===== src/rtl/regfile_write_arbiter.sv =====
`default_nettype none
`timescale 1ns/1ps
// ============================================================================
// Module   : regfile_write_arbiter
// Purpose  : Shares the single register-file write port between the in-order
//            writeback path and a buffered long-latency result source.
//            Pipeline writes always win the port. Buffered results drain into
//            idle slots. A starvation counter raises a pipeline stall request
//            when the buffer head cannot drain.
// Ports    : i_aclk / i_reset        clock, synchronous active-high reset
//            i_wb_*                  pipeline writeback request
//            i_lu_* / o_lu_ready     long-latency result valid/ready channel
//            o_rf_*                  registered register-file write port
//            o_stall_pipe            registered pipeline bubble request
//            o_pending               registers targeted by live buffered results
//            o_fifo_count            buffer occupancy (live and dead entries)
// Revision : 1.0  initial release
// ============================================================================
module regfile_write_arbiter #(
  parameter int NUM_REGS     = 32,
  parameter int DATA_SIZE    = 32,
  parameter int FIFO_DEPTH   = 4,
  parameter int STARVE_LIMIT = 8
) (
  input  logic                          i_aclk,
  input  logic                          i_reset,
  input  logic                          i_wb_we,
  input  logic [$clog2(NUM_REGS)-1:0]   i_wb_rdest,
  input  logic [DATA_SIZE-1:0]          i_wb_data,
  input  logic                          i_lu_valid,
  output logic                          o_lu_ready,
  input  logic [$clog2(NUM_REGS)-1:0]   i_lu_rdest,
  input  logic [DATA_SIZE-1:0]          i_lu_data,
  output logic                          o_rf_we,
  output logic [$clog2(NUM_REGS)-1:0]   o_rf_waddr,
  output logic [DATA_SIZE-1:0]          o_rf_wdata,
  output logic                          o_stall_pipe,
  output logic [NUM_REGS-1:0]           o_pending,
  output logic [$clog2(FIFO_DEPTH):0]   o_fifo_count
);

  localparam int AW    = $clog2(NUM_REGS);
  localparam int PTR_W = $clog2(FIFO_DEPTH);
  localparam int CNT_W = PTR_W + 1;
  localparam int SW    = $clog2(STARVE_LIMIT + 1);

  localparam logic [CNT_W-1:0] DEPTH_C = CNT_W'(FIFO_DEPTH);
  localparam logic [SW-1:0]    LIMIT_C = SW'(STARVE_LIMIT);

  typedef enum logic [0:0] {
    ST_NORMAL = 1'b0,
    ST_FORCE  = 1'b1
  } state_t;

  // Buffer storage. Payload is not reset; a slot only matters while its
  // live bit is set, and live bits are cleared by reset and on every pop.
  logic [AW-1:0]        rdest_mem [FIFO_DEPTH];
  logic [DATA_SIZE-1:0] data_mem  [FIFO_DEPTH];
  logic [FIFO_DEPTH-1:0] live, live_nxt;
  logic [PTR_W-1:0]     rd_ptr, wr_ptr;
  logic [CNT_W-1:0]     count, count_nxt;
  logic [SW-1:0]        starve_cnt, starve_nxt;
  state_t               state, state_nxt;

  logic wbv, push, not_empty, head_live, head_dead, pop_live, pop;

  assign o_lu_ready   = (count < DEPTH_C);
  assign o_fifo_count = count;
  assign o_stall_pipe = (state == ST_FORCE);

  assign wbv       = i_wb_we && (i_wb_rdest != '0);
  // A transfer to register 0 is acknowledged but never enqueued.
  assign push      = i_lu_valid && o_lu_ready && (i_lu_rdest != '0);
  assign not_empty = (count != '0);
  assign head_live = not_empty &&  live[rd_ptr];
  assign head_dead = not_empty && !live[rd_ptr];
  // Pipeline writes block only live pops; dead heads are skipped regardless.
  assign pop_live  = head_live && !wbv;
  assign pop       = pop_live || head_dead;

  assign count_nxt = count + {{(CNT_W-1){1'b0}}, push} - {{(CNT_W-1){1'b0}}, pop};

  // Live-bit update: a pipeline write kills older results to the same
  // register (WAW), including a result arriving in this very cycle.
  always_comb begin
    live_nxt = live;
    if (wbv) begin
      for (int i = 0; i < FIFO_DEPTH; i++) begin
        if (rdest_mem[i] == i_wb_rdest) live_nxt[i] = 1'b0;
      end
    end
    if (pop)  live_nxt[rd_ptr] = 1'b0;
    if (push) live_nxt[wr_ptr] = !(wbv && (i_lu_rdest == i_wb_rdest));
  end

  // Starvation counter: counts cycles a live head is held off the port.
  always_comb begin
    starve_nxt = starve_cnt;
    if (!not_empty || pop_live) begin
      starve_nxt = '0;
    end else if (head_live && (starve_cnt < LIMIT_C)) begin
      starve_nxt = starve_cnt + SW'(1);
    end
  end

  always_comb begin
    state_nxt = state;
    case (state)
      ST_NORMAL: if (starve_nxt == LIMIT_C) state_nxt = ST_FORCE;
      ST_FORCE:  if (pop_live || (count_nxt == '0)) state_nxt = ST_NORMAL;
      default:   state_nxt = ST_NORMAL;
    endcase
  end

  always_comb begin
    o_pending = '0;
    for (int i = 0; i < FIFO_DEPTH; i++) begin
      if (live[i]) o_pending[rdest_mem[i]] = 1'b1;
    end
    o_pending[0] = 1'b0;
  end

  always_ff @(posedge i_aclk) begin
    if (i_reset) begin
      state <= ST_NORMAL;
    end else begin
      state <= state_nxt;
    end
  end

  always_ff @(posedge i_aclk) begin
    if (push) begin
      rdest_mem[wr_ptr] <= i_lu_rdest;
      data_mem[wr_ptr]  <= i_lu_data;
    end
  end

  always_ff @(posedge i_aclk) begin
    if (i_reset) begin
      rd_ptr     <= '0;
      wr_ptr     <= '0;
      count      <= '0;
      live       <= '0;
      starve_cnt <= '0;
      o_rf_we    <= 1'b0;
      o_rf_waddr <= '0;
      o_rf_wdata <= '0;
    end else begin
      live       <= live_nxt;
      count      <= count_nxt;
      starve_cnt <= starve_nxt;
      if (push) wr_ptr <= wr_ptr + PTR_W'(1);
      if (pop)  rd_ptr <= rd_ptr + PTR_W'(1);

      // Address/data hold their last value when no write is issued.
      if (wbv) begin
        o_rf_we    <= 1'b1;
        o_rf_waddr <= i_wb_rdest;
        o_rf_wdata <= i_wb_data;
      end else if (pop_live) begin
        o_rf_we    <= 1'b1;
        o_rf_waddr <= rdest_mem[rd_ptr];
        o_rf_wdata <= data_mem[rd_ptr];
      end else begin
        o_rf_we    <= 1'b0;
      end
    end
  end

endmodule
`default_nettype wire


===== config.mk =====
export PLATFORM = sky130hd
export DESIGN_NAME = regfile_write_arbiter
export DESIGN_NICKNAME = d
export VERILOG_FILES = /design/src/rtl/regfile_write_arbiter.sv
export SDC_FILE = /design/constraint.sdc
export NUM_CORES = 1
export LEC_CHECK = 0
export ABC_CLOCK_PERIOD_IN_PS = 4400
export CELL_PAD_IN_SITES_DETAIL_PLACEMENT = 0
export CELL_PAD_IN_SITES_GLOBAL_PLACEMENT = 1
export CORE_MARGIN = 2
export CORE_UTILIZATION = 44
export CTS_CLUSTER_SIZE = 16
export DETAILED_ROUTE_END_ITERATION = 8
export PLACE_DENSITY = 0.9
export RECOVER_POWER = 50
export SYNTH_ARGS = -nofsm -noshare
export SYNTH_HDL_FRONTEND = slang
export SYNTH_SLANG_ARGS = --single-unit
export TNS_END_PERCENT = 50

===== constraint.sdc =====
create_clock -name i_aclk -period 4.4 [get_ports i_aclk]
set_input_delay 0.66 -clock i_aclk [delete_from_list [all_inputs] [get_ports i_aclk]]
set_output_delay 0.66 -clock i_aclk [all_outputs]
set_load 0.01 [all_outputs]

# After elaboration in Yosys (flattened, before gate mapping)
# Memory sizes are Yosys's and may differ from the RTL's. A register that Yosys moved wholly into a read port is not among the register bits.
# Cells that the tools add are included.
# classes
add_sub_neg	5
magnitude_cmp	14
eq_ne	6
muxes	43
bitwise_logic	6
reduce_logical	26
# ops
op	count
32-bit two-way mux	6
32-bit OR	3
5-bit == test	5
5-bit by 6-bit less-than comparator with 1-bit output, second input constant	4
1-bit demux with 5-bit select	4
5-bit by 1-bit >= comparator with 1-bit output, second input constant	4
4-bit two-way mux	5
1-bit two-way mux	17
1-bit logical AND	14
5-bit two-way mux	2
5-bit nonzero test	2
2-bit two-way mux	4
2-bit by 3-bit less-than comparator with 1-bit output, second input constant	2
2-bit by 1-bit adder with 2-bit output, second input constant	2
4-bit by 1-bit adder with 4-bit output, second input constant	1
4-bit bitwise AND	1
4-bit bitwise mux	1
1-bit demux with 2-bit select	2
4-bit == test, second input constant	1
2-bit by 1-bit >= comparator with 1-bit output, second input constant	2
1-bit logical NOT	4
4-bit less-than comparator, second input constant	1
4-bit NOT	1
3-bit by 1-bit adder with 3-bit output	1
other kinds (9)	11
# word_totals
register_bits	54
mem_bits_rw	148
inputBits	78
out_inout_bits	75
wordCells	111
memories	2
# memory_table
memory	depth	word_bits	read_ports	rd_ports_with_merged_regs	wr	line	text
data_mem	4	32	1	1	1	58	logic [DATA_SIZE-1:0] data_mem [FIFO_DEPTH];
rdest_mem	4	5	5	1	1	57	logic [AW-1:0] rdest_mem [FIFO_DEPTH];

# Longest topological paths before layout
# Gate-level depths: netlist (run 1).
# An unclocked memory read counts as a cell.
# depth
word_depth	12
mapped_depth	14
mapped_depth_nobuf	13

# Worst setup path before layout (run 1)
# Ideal clock, no wire load.
# synth_path
path_type	input -> register
start	input i_wb_rdest[3]
end	register state, in the netlist o_stall_pipe
setup_ns	0.132
arrival_ns	3.187
required_time_ns	4.268
path_slack_ns	1.081
path_stages	14
n_path_buf	1
path_cell_list	buf_4 > or4_4 > o211a_1 > nor2_2 > ha_1 > inv_1 > ha_1 > inv_1 > fa_1 > xnor2_1 > xnor2_1 > nand3b_1 > nand3_1 > a21oi_1
# synth_between
elab_chain_len	10
elab_cells_between_ends	14
cone_classes	add/sub: 1; eq/ne: 1; mux: 4; reduce/logical: 8
# synth_lines
item	line	text
from (decl)	28	input logic [$clog2(NUM_REGS)-1:0] i_wb_rdest,
5-bit nonzero test (*)	71	assign wbv = i_wb_we && (i_wb_rdest != '0);
1-bit logical AND (*)	71	
1-bit logical NOT (*)	78	assign pop_live = head_live && !wbv;
1-bit logical AND (*)	78	
1-bit logical OR	79	assign pop = pop_live || head_dead;
3-bit by 1-bit subtractor with 3-bit output	81	assign count_nxt = count + {{(CNT_W-1){1'b0}}, push} - {{(CNT_W-1){1'b0}}, pop};
3-bit logical NOT	110	ST_FORCE: if (pop_live || (count_nxt == '0)) state_nxt = ST_NORMAL;
1-bit logical OR	110	
1-bit two-way mux	110	
1-bit one-hot mux with 2 select lines (*)	108	case (state)
to (signal assigned)	127	state <= state_nxt;
to (decl)	63	state_t state, state_nxt;
# Every way passes the cells marked *; elsewhere a longest branch is shown, timed or not.
# A chain may end at the register's enable or synchronous reset.

# Worst setup path in the final report (run 1)
# layout_path
start	input i_lu_rdest[0]
end	memory data_mem[2][25], enable pin
# layout_between
elab_chain_len	4
# layout_lines
item	line	text
from (decl)	32	input logic [$clog2(NUM_REGS)-1:0] i_lu_rdest,
5-bit nonzero test	73	assign push = i_lu_valid && o_lu_ready && (i_lu_rdest != '0);
1-bit logical AND	73	
1-bit two-way mux	132	if (push) begin
1-bit two-way mux (not written as such)	134	data_mem[wr_ptr] <= i_lu_data;
to (decl)	58	
# No other way between the ends.

==> summary.md, run 1 <==
| Metric | Value |
|---|---|
| Clk pwr share | 0.307 |
| Post-synth EDFFs | 148 |
| Pwr dens | 486 nW/µm² |
| Status | finished, violations left |
| Core area | 20800 µm² |
| Number of DRC markers in iteration 0 | 507 |
| Die Width | 149 µm |
| P&R area growth vs syn | 24.9% |
| MaxCap Viol Count | 1 |
| Initial Util | 0.444 |
| Vias in the first global route | 6093 |
| Reg power frac | 0.447 |
| Maximum vdd drop | 0.000282 V |
| DIE HEIGHT | 149 µm |
| Cell count after synthesis | 650 |
| Final period utilization | 0.825 |
| Syn Nets | 740 |
| Die Area | 22200 µm² |
| CTS max path bufs | 3 |
| Crit path time final | 3.63 ns |
| Mean post-synth cell area | 14.2 µm² |
| Max Transition Viols Final | 26 |
| Final setup viols | 0 |
| Largest net degree at the start of global routing | 63 |
| DR DRC count | 0 |
| Initial antenna violation count | 4 |
| Synth cell count leaders | 148 x edfxtp_1, 62 x nor2_1, 56 x dfxtp_1 |
| Ys Warns | 0 |
| H-tree depth | 1 |
| Routed WL | 22300 µm |
| Crit path DAT | 3.80 ns |
| Most common flop cell mapped by yosys | edfxtp_1 |
| Rel. slew slack | -0.292 |
| CTS tree | yes |
| TritonCTS buffer count | 21 |
| F_max | 0.275 GHz |
| Hold-fix buffers, CTS | 0 |
| Setup WS post-layout | 0.768 ns |
| Critical path fanouts, max | 25 |
| FP Rows | 53 |
| Wire per inst | 20.7 µm |
| Crit Path Class | in2reg |
| Clk_skew | 0.00748 ns |
| Worst-Skew Late Latency | 0.48 ns |
| Syn Std Cell Area | 9240 µm² |
| Setup TNS | 0 ns |
| Area contributors post-synth | edfxtp_1 48%, dfxtp_1 12%, mux4_2 9.3%, mux2i_1 4.0%, a211oi_1 3.3% |
| Internal power | 0.00404 W |
| Switching power | 0.00156 W |
| Global route total overflow | 0 |
| Register area share after synthesis | 0.602 |
| Synth area leader | edfxtp_1 |
| Fin cells | 1076 |
| Sw frac | 0.279 |
| Combinational power share | 0.245 |
| Worst min path class | reg2reg |
| Worst Tran Pin Value | 1.94 ns |
| Layout cells sized above 1 | 0.113 |
| Tot GR Track Use | 0.198 |
| Ys async rst share | 0 |
| Crit end category | register |
| P_leak | 3.95 nW |
| Worst Path Required | 4.57 ns |
| Failing checks | capacitance limit, slew limit |
| Unrepaired setup endpoints after global routing | no |
| Synth cell types | 51 |
| RD Place Congestion | 0.875 |
| Synth Register Bits | 204 |
| Cell chosen for the clock root | clkbuf_16 |
| Layout Nets | 873 |
| First-pass GRT wire length | 34200 µm |
| Drt via density | 5.77 |
| Iteration count of the initial detailed-routing pass | 6 |
| PortBufs | 151 |
| Crit start category | input port |
| Final Hold Vio Count | 0 |
| Placed Cells | 1035 |
| Post-DP HPWL | 14500 µm |
| ANT nets after route | 0 |
| Via count | 6209 |
| Setup repair bufs after CTS | 0 |
| Top-Level Pins | 153 |
| R2R setup slack | 1.30 ns |
| Cell with the most instances after synthesis | edfxtp_1 |
| Post_cts resized | 0 |
| Worst-path clk slew | 0.06 ns |
| # clock sinks | 204 |
| Yosys top cell area share | 0.481 |
| DP Worst Slack | 0.513 ns |
layout make-up:
class / instances / area [µm²]
Antenna cell: 4 / 10.0
Clock buffer: 29 / 576
Clock inverter: 8 / 96.3
Fill cell: 1705 / 9280
Inverter: 9 / 33.8
Multi-Input combinational cell: 387 / 3350
Sequential cell: 204 / 5570
Tap cell: 275 / 344
Timing Repair Buffer: 160 / 1570
flip-flops by register name, indices dropped and copies added (netlist names), named ones only:
name,cells
o_rf_waddr,5
o_stall_pipe,1
live,4
wr_ptr,2
o_rf_wdata,32
rdest_mem,20
rd_ptr,2
data_mem,128
o_fifo_count,3
starve_cnt,4
o_rf_we,1
worst max-delay path, stage by stage:
cell	delay, ns
dlygate4sd3_1	0.70
or3_1	0.17
o311a_1	0.30
and2_0	1.47
buf_4	0.47
metal layers:
layer	track usage	up-vias	part of all wire
met3	0.0440	47	0.072
met5	0	-	0
met2	0.319	266	0.48
li1	-	2846	-
met1	0.272	3050	0.42
met4	0.0557	0	0.028
final timing paths:
path,to,cells past startpoint,from
max,data_mem[2][25]$_DFFE_PP_,5,i_lu_rdest[0]
min,o_stall_pipe$_SDFF_PP0_,2,o_stall_pipe$_SDFF_PP0_
max reg2reg,data_mem[2][25]$_DFFE_PP_,4,o_fifo_count[2]$_SDFF_PP0_
min reg2reg,o_stall_pipe$_SDFF_PP0_,2,o_stall_pipe$_SDFF_PP0_
power groups by stage:
stage / clock, W / combinational, W / sequential (W)
final: 0.00172 / 0.00137 / 0.00251
after global routing: 0.00184 / 0.00151 / 0.00254
after CTS: 0.00176 / 0.00144 / 0.00252
after detailed placement: 0 / 0.00143 / 0.00255
after global placement: 0 / 0.00141 / 0.00254
after floorplan: 0 / 0.000970 / 0.00247
placed cells by master (no fill, tap or decap), drive strengths merged, types with 16 or more instances in the layout:
cell type      instances
a211oi                40
dfxtp                 56
a22oi                 16
mux4                  38
mux2i                 37
clkdlybuf4s50         69
dlygate4sd3           81
edfxtp               148
clkbuf                31
nor2                  63
xnor2                 18
through the flow:
step	utilization	cell area (µm²)	hold slack [ns]	power [W]
6_report	0.554	11500	0.485	0.00561
3_5_place_dp	0.523	10900	0.480	0.00398
5_1_grt	0.554	11500	0.517	0.00589
4_1_cts	0.555	11600	0.490	0.00571
3_3_place_gp	0.523	10900	0.480	0.00395
2_1_floorplan	-	9240	0.497	0.00344
logic make-up after synthesis:
group,count (synthesis),synth area share
AOI/OAI and AO/OA,126,0.104
xor gates and xnor gates,29,0.0275
adders and majority gates,12,0.0171
buffers and inverters,59,0.0337
DFF,204,0.602
muxes,76,0.134
other,1,0.000406
and+or+nand+nor,143,0.0810
Power figures use the tool's default switching activity.
==> run 2, diff against run 1 <==
- ABC_CLOCK_PERIOD_IN_PS: 4400 -> 3150
- CORE_UTILIZATION: 44 -> 40
- PLACE_DENSITY: 0.9 -> 0.87
- clock period: 4.4 -> 3.15 ns (I/O delays scaled with it)
==> run 2 against run 1 <==
The run now ends clean. Hold slack improved by 0.0099 ns. Clock-buffer cell count increased by 2. Non-clock buffer count increased by 21. Clock skew increased by 0.0035 ns. Sequential power increased by 39%. Global-route usage decreased by 1.4 points. Via count increased by 1.5%. Sequential share of layout area decreased by 1.2 points. Critical endpoint is now o_pending[10].
==> summary.md, run 2 (same netlist as run 1, synthesis figures left out) <==
| Metric | Value |
|---|---|
| Crit start category | register |
| R2R setup slack | 0.24 ns |
| ANT nets after route | 0 |
| Crit Path Class | reg2out |
| Die Area | 24300 µm² |
| Clk_skew | 0.0110 ns |
| DR DRC count | 0 |
| Post_cts resized | 0 |
| Rel. slew slack | 0.208 |
| Final Hold Vio Count | 0 |
| DIE HEIGHT | 156 µm |
| Tot GR Track Use | 0.185 |
| Most frequent cells in the layout | 148 x edfxtp_1, 78 x dlygate4sd3_1, 72 x clkdlybuf4s50_1, 63 x nor2_1, 54 x dfxtp_1 |
| Reg with most FFs | data_mem |
| Initial Util | 0.408 |
| Layout cells sized above 1 | 0.132 |
| F_max | 0.330 GHz |
| Top-Level Pins | 153 |
| Critical path fanouts, max | 10 |
| Crit end category | output pin |
| Vias in the first global route | 6304 |
| Layout fillers | 1902 |
| P&R area growth vs syn | 28.2% |
| Largest net degree at the start of global routing | 63 |
| Commonest non-fill, non-tap cell in the layout | edfxtp_1 |
| Worst Tran Pin Value | 1.19 ns |
| Placed Cells | 1065 |
| R2R depth | 13 |
| RD Place Congestion | 0.858 |
| Routed WL | 22700 µm |
| Status | finished, final reports clean |
| Via count | 6301 |
| PortBufs | 151 |
| Worst Hold Depth | 2 |
| Drt via density | 5.68 |
| CTS max path bufs | 3 |
| H-tree depth | 1 |
| Worst min path class | reg2reg |
| Worst Hold End | o_stall_pipe$_SDFF_PP0_ |
| Die Width | 156 µm |
| Largest register FFs | 128 |
| P_leak | 4.09 nW |
| First-pass GRT wire length | 35000 µm |
| Worst-Skew Late Latency | 0.49 ns |
| # clock sinks | 204 |
| Core area | 22600 µm² |
| CTS tree | yes |
| Hold path startpoint | o_stall_pipe$_SDFF_PP0_ |
| TritonCTS buffer count | 21 |
| Post-DP HPWL | 15100 µm |
| Number of DRC markers in iteration 0 | 462 |
| Maximum vdd drop | 0.000510 V |
| Largest regs | data_mem: 128 flops, o_rf_wdata: 32 flops, rdest_mem: 20 flops |
| Layout Nets | 894 |
| Hold-fix buffers, CTS | 0 |
| Max Transition Viols Final | 0 |
| Fin cells | 1109 |
| Cell chosen for the clock root | clkbuf_16 |
| RR Endpoint | o_stall_pipe$_SDFF_PP0_ |
| Final period utilization | 0.961 |
| Setup repair bufs after CTS | 0 |
| Setup WS post-layout | 0.123 ns |
| Unrepaired setup endpoints after global routing | no |
| Worst-path clk slew | 0.06 ns |
| Iteration count of the initial detailed-routing pass | 5 |
| R2r startpoint | rd_ptr[0]$_SDFFE_PP0N_ |
| DP Worst Slack | -0.217 ns |
| MaxCap Viol Count | 0 |
| Initial antenna violation count | 6 |
| Pwr dens | 683 nW/µm² |
| Crit path DAT | 2.55 ns |
| Wire per inst | 20.5 µm |
| Global route total overflow | 0 |
| Worst Path Required | 2.68 ns |
| FP Rows | 55 |
| Final setup viols | 0 |
| Crit path time final | 3.03 ns |
-- run 2: cell count changes in the layout (fill, tap and decap cells not counted), sizes merged --
cell | previous run | this run
clkdlybuf4s50 | 69 | 72
diode | 4 | 5
clkbuf | 31 | 39
buf | 8 | 23
dlygate4sd3 | 81 | 78
clkinv | 5 | 3
inv | 9 | 10
-- run 2: cell type report --
type	instances	area, µm²	share of cell area
clock buffers	31	646	0.0545
well taps	285	357	0.0301
inverters	9	33.8	0.00285
multi-input cells	387	3360	0.284
clock inverters	7	90.1	0.00761
repair buffers	181	1780	0.150
flip-flops and latches	204	5570	0.470
diodes	5	12.5	0.00106
-- run 2: power breakdown --
part,leakage [nW],internal [W],switching [W]
clock network,0.363,0.00159,0.000996
registers,1.82,0.00323,0.000248
logic,1.91,0.00104,0.000982
-- run 2: metal layers --
layer | vias to the layer above | track usage | wire, µm
met5 | - | 0 | 11
met4 | 2 | 0.0533 | 615
met3 | 48 | 0.0439 | 1690
met2 | 268 | 0.303 | 11000
met1 | 3104 | 0.246 | 9400
li1 | 2879 | - | -
-- run 2: worst max path at each step --
stage	startpoint	endpoint	slack, ns	cells after the start
final	rdest_mem[2][4]$_DFFE_PP_	o_pending[10]	0.12	4
after global routing	rdest_mem[2][4]$_DFFE_PP_	o_pending[11]	0.06	5
after CTS	rdest_mem[2][4]$_DFFE_PP_	o_pending[11]	0.14	5
after detailed placement	i_wb_rdest[0]	o_stall_pipe$_SDFF_PP0_	-0.22	14
after global placement	i_wb_rdest[0]	o_stall_pipe$_SDFF_PP0_	-0.18	14
after floorplan	i_wb_rdest[3]	o_stall_pipe$_SDFF_PP0_	0.02	14
-- run 2: worst max-delay path: stages, from the launching register on --
cell and delay, ns:
edfxtp_1 0.59, or3b_2 0.58, o22ai_1 0.20, a221o_1 0.15
clkdlybuf4s50_1 0.54
-- run 2: metrics by stage --
step | total power, W | util | hold slack (ns) | TNS (ns) | cell area, µm²
detailed placement | 0.00566 | 0.491 | 0.490 | -0.234 | 11100
global placement | 0.00562 | 0.491 | 0.482 | -0.180 | 11100
CTS | 0.00825 | 0.524 | 0.497 | 0 | 11900
floorplan | 0.00481 | - | 0.497 | 0 | 9240
global route | 0.00847 | 0.523 | 0.518 | 0 | 11800
finish | 0.00809 | 0.523 | 0.495 | 0 | 11800
==> run 3, diff against run 2 <==
- CORE_ASPECT_RATIO: default -> 0.75
- CORE_MARGIN: 2 -> 5
==> run 3 against run 2 <==
Sequential share of layout area is 0.11 points higher. Largest power group unchanged. Critical endpoint is now o_pending[6]. Sequential power hardly changed. Combinational power up 5%. Clock power shrank 9.3%. Worst setup slack worse by 0.036 ns. Fmax fell by 1.2%. Power down 2.1%.
==> summary.md, run 3 (same netlist as run 1, synthesis figures left out) <==
| Metric | Value |
|---|---|
| H-tree depth | 1 |
| Final setup viols | 0 |
| Fin util | 0.516 |
| Layout cells sized above 1 | 0.137 |
| Crit path time final | 3.06 ns |
| Largest register FFs | 128 |
| Iteration count of the initial detailed-routing pass | 5 |
| Unrepaired setup endpoints after global routing | no |
| Post-DP HPWL | 16400 µm |
| Wire per inst | 20.7 µm |
| Critical path fanouts, max | 10 |
| Final period utilization | 0.972 |
| R2R setup slack | 0.36 ns |
| First-pass GRT wire length | 35900 µm |
| Layout Nets | 899 |
| F_max | 0.326 GHz |
| Final Hold Vio Count | 0 |
| Sw frac | 0.282 |
| DR DRC count | 0 |
| Global route total overflow | 0 |
| Routed WL | 23300 µm |
| Maximum vdd drop | 0.000339 V |
| ANT nets after route | 0 |
| Largest regs | data_mem: 128 flops, o_rf_wdata: 32 flops, rdest_mem: 20 flops |
| Setup TNS | 0 ns |
| Commonest non-fill, non-tap cell in the layout | edfxtp_1 |
| Vias in the first global route | 6272 |
| Max Transition Viols Final | 0 |
| FP Rows | 48 |
| TritonCTS buffer count | 20 |
| P_leak | 4.09 nW |
| DIE HEIGHT | 142 µm |
| Hold-fix buffers, CTS | 0 |
| Reg power frac | 0.437 |
| # clock sinks | 204 |
| Core area | 22900 µm² |
| Die Width | 185 µm |
| Crit end category | output pin |
| Cell chosen for the clock root | clkbuf_16 |
| Hold slack final | 0.494 ns |
| Top-Level Pins | 153 |
| Status | finished, final reports clean |
| Number of DRC markers in iteration 0 | 517 |
| Clk_skew | 0.0140 ns |
| Via count | 6263 |
| Tot GR Track Use | 0.173 |
| Switching power | 0.00223 W |
| Worst Path Required | 2.68 ns |
| Worst-path clk slew | 0.06 ns |
| PortBufs | 151 |
| Reg with most FFs | data_mem |
| Worst Tran Pin Value | 1.29 ns |
| Largest net degree at the start of global routing | 63 |
| Rel. slew slack | 0.142 |
| Crit Path Class | reg2out |
| CTS tree | yes |
| Pwr dens | 670 nW/µm² |
| Most frequent cells in the layout | 148 x edfxtp_1, 77 x dlygate4sd3_1, 73 x clkdlybuf4s50_1, 62 x nor2_1, 54 x dfxtp_1 |
| Clk pwr share | 0.295 |
| Worst min path class | reg2reg |
| P&R area growth vs syn | 27.9% |
| Combinational power share | 0.268 |
| Drt via density | 5.57 |
| CTS max path bufs | 3 |
| Die Area | 26300 µm² |
| Crit start category | register |
| RD Place Congestion | 0.892 |
| MaxCap Viol Count | 0 |
| Initial antenna violation count | 9 |
| Worst-Skew Late Latency | 0.49 ns |
| Crit path DAT | 2.59 ns |
| Initial Util | 0.404 |
| Layout fillers | 1934 |
| Internal power | 0.00568 W |
==> run 3: changes by cell type in the layout (fill, tap and decap cells not counted), moves of 2 or more <==
cell / change
clkbuf_1: +2
clkinv_2: +5
diode_2: -3
buf_4: +5
and2_0: -3
and2_2: +3
clkbuf_16: -2
clkbuf_8: -5
==> run 3: through the flow <==
step	setup WS [ns]	power (W)	instance area, µm²	instances
floorplan	0.0182	0.00481	9240	650
global placement	-0.213	0.00568	11200	1084
CTS	0.119	0.00808	11800	1120
global route	0.0187	0.00835	11800	1124
detailed placement	-0.263	0.00573	11200	1084
finish	0.0871	0.00791	11800	1125
==> run 3: final timing paths <==
kind / start / end / cells after the start
worst max-delay path: rdest_mem[0][4]$_DFFE_PP_ / o_pending[6] / 4
worst min-delay path: o_stall_pipe$_SDFF_PP0_ / o_stall_pipe$_SDFF_PP0_ / 2
worst min register to register: o_stall_pipe$_SDFF_PP0_ / o_stall_pipe$_SDFF_PP0_ / 2
worst max register to register: o_fifo_count[2]$_SDFF_PP0_ / data_mem[1][20]$_DFFE_PP_ / 5
==> run 3: worst max-delay path, cell delays in order (launching register included) <==
cell and delay, ns:
edfxtp_1 0.56, nor3b_1 0.61, a22oi_1 0.19, o221ai_1 0.12
clkdlybuf4s50_1 0.62
==> run 3: cell type report <==
cell class | instances | area [µm²] | area share
Clock buffer | 25 | 529 | 0.0448
Clock inverter | 11 | 115 | 0.00974
Multi-Input combinational cell | 387 | 3350 | 0.284
Sequential cell | 204 | 5570 | 0.471
Timing Repair Buffer | 187 | 1830 | 0.155
Inverter | 9 | 33.8 | 0.00286
Tap cell | 300 | 375 | 0.0318
Antenna cell | 2 | 5.00 | 0.000424
==> run 3: layer usage <==
layer  part of all wire  up-vias  routed length, µm  GRT usage
met5             0.0036        -                 85          0
met4              0.014       16                317     0.0297
met3              0.099       39               2320     0.0574
met2               0.44      282              10300      0.256
met1               0.44     3024              10400      0.255
li1                   -     2902                  -          -
==> run 3: repair_timing <==
item / 4_1_cts / 5_1_grt
gates resized for setup: 0 / 0
setup endpoints to repair: 0 / 1
buffers inserted: 0 / 3
==> run 3: power groups by stage <==
stage / sequential [W] / clock (W) / combinational (W)
6_report: 0.00346 / 0.00234 / 0.00212
5_1_grt: 0.00350 / 0.00252 / 0.00233
4_1_cts: 0.00347 / 0.00239 / 0.00222
3_5_place_dp: 0.00352 / 0 / 0.00220
3_3_place_gp: 0.00350 / 0 / 0.00218
2_1_floorplan: 0.00346 / 0 / 0.00135
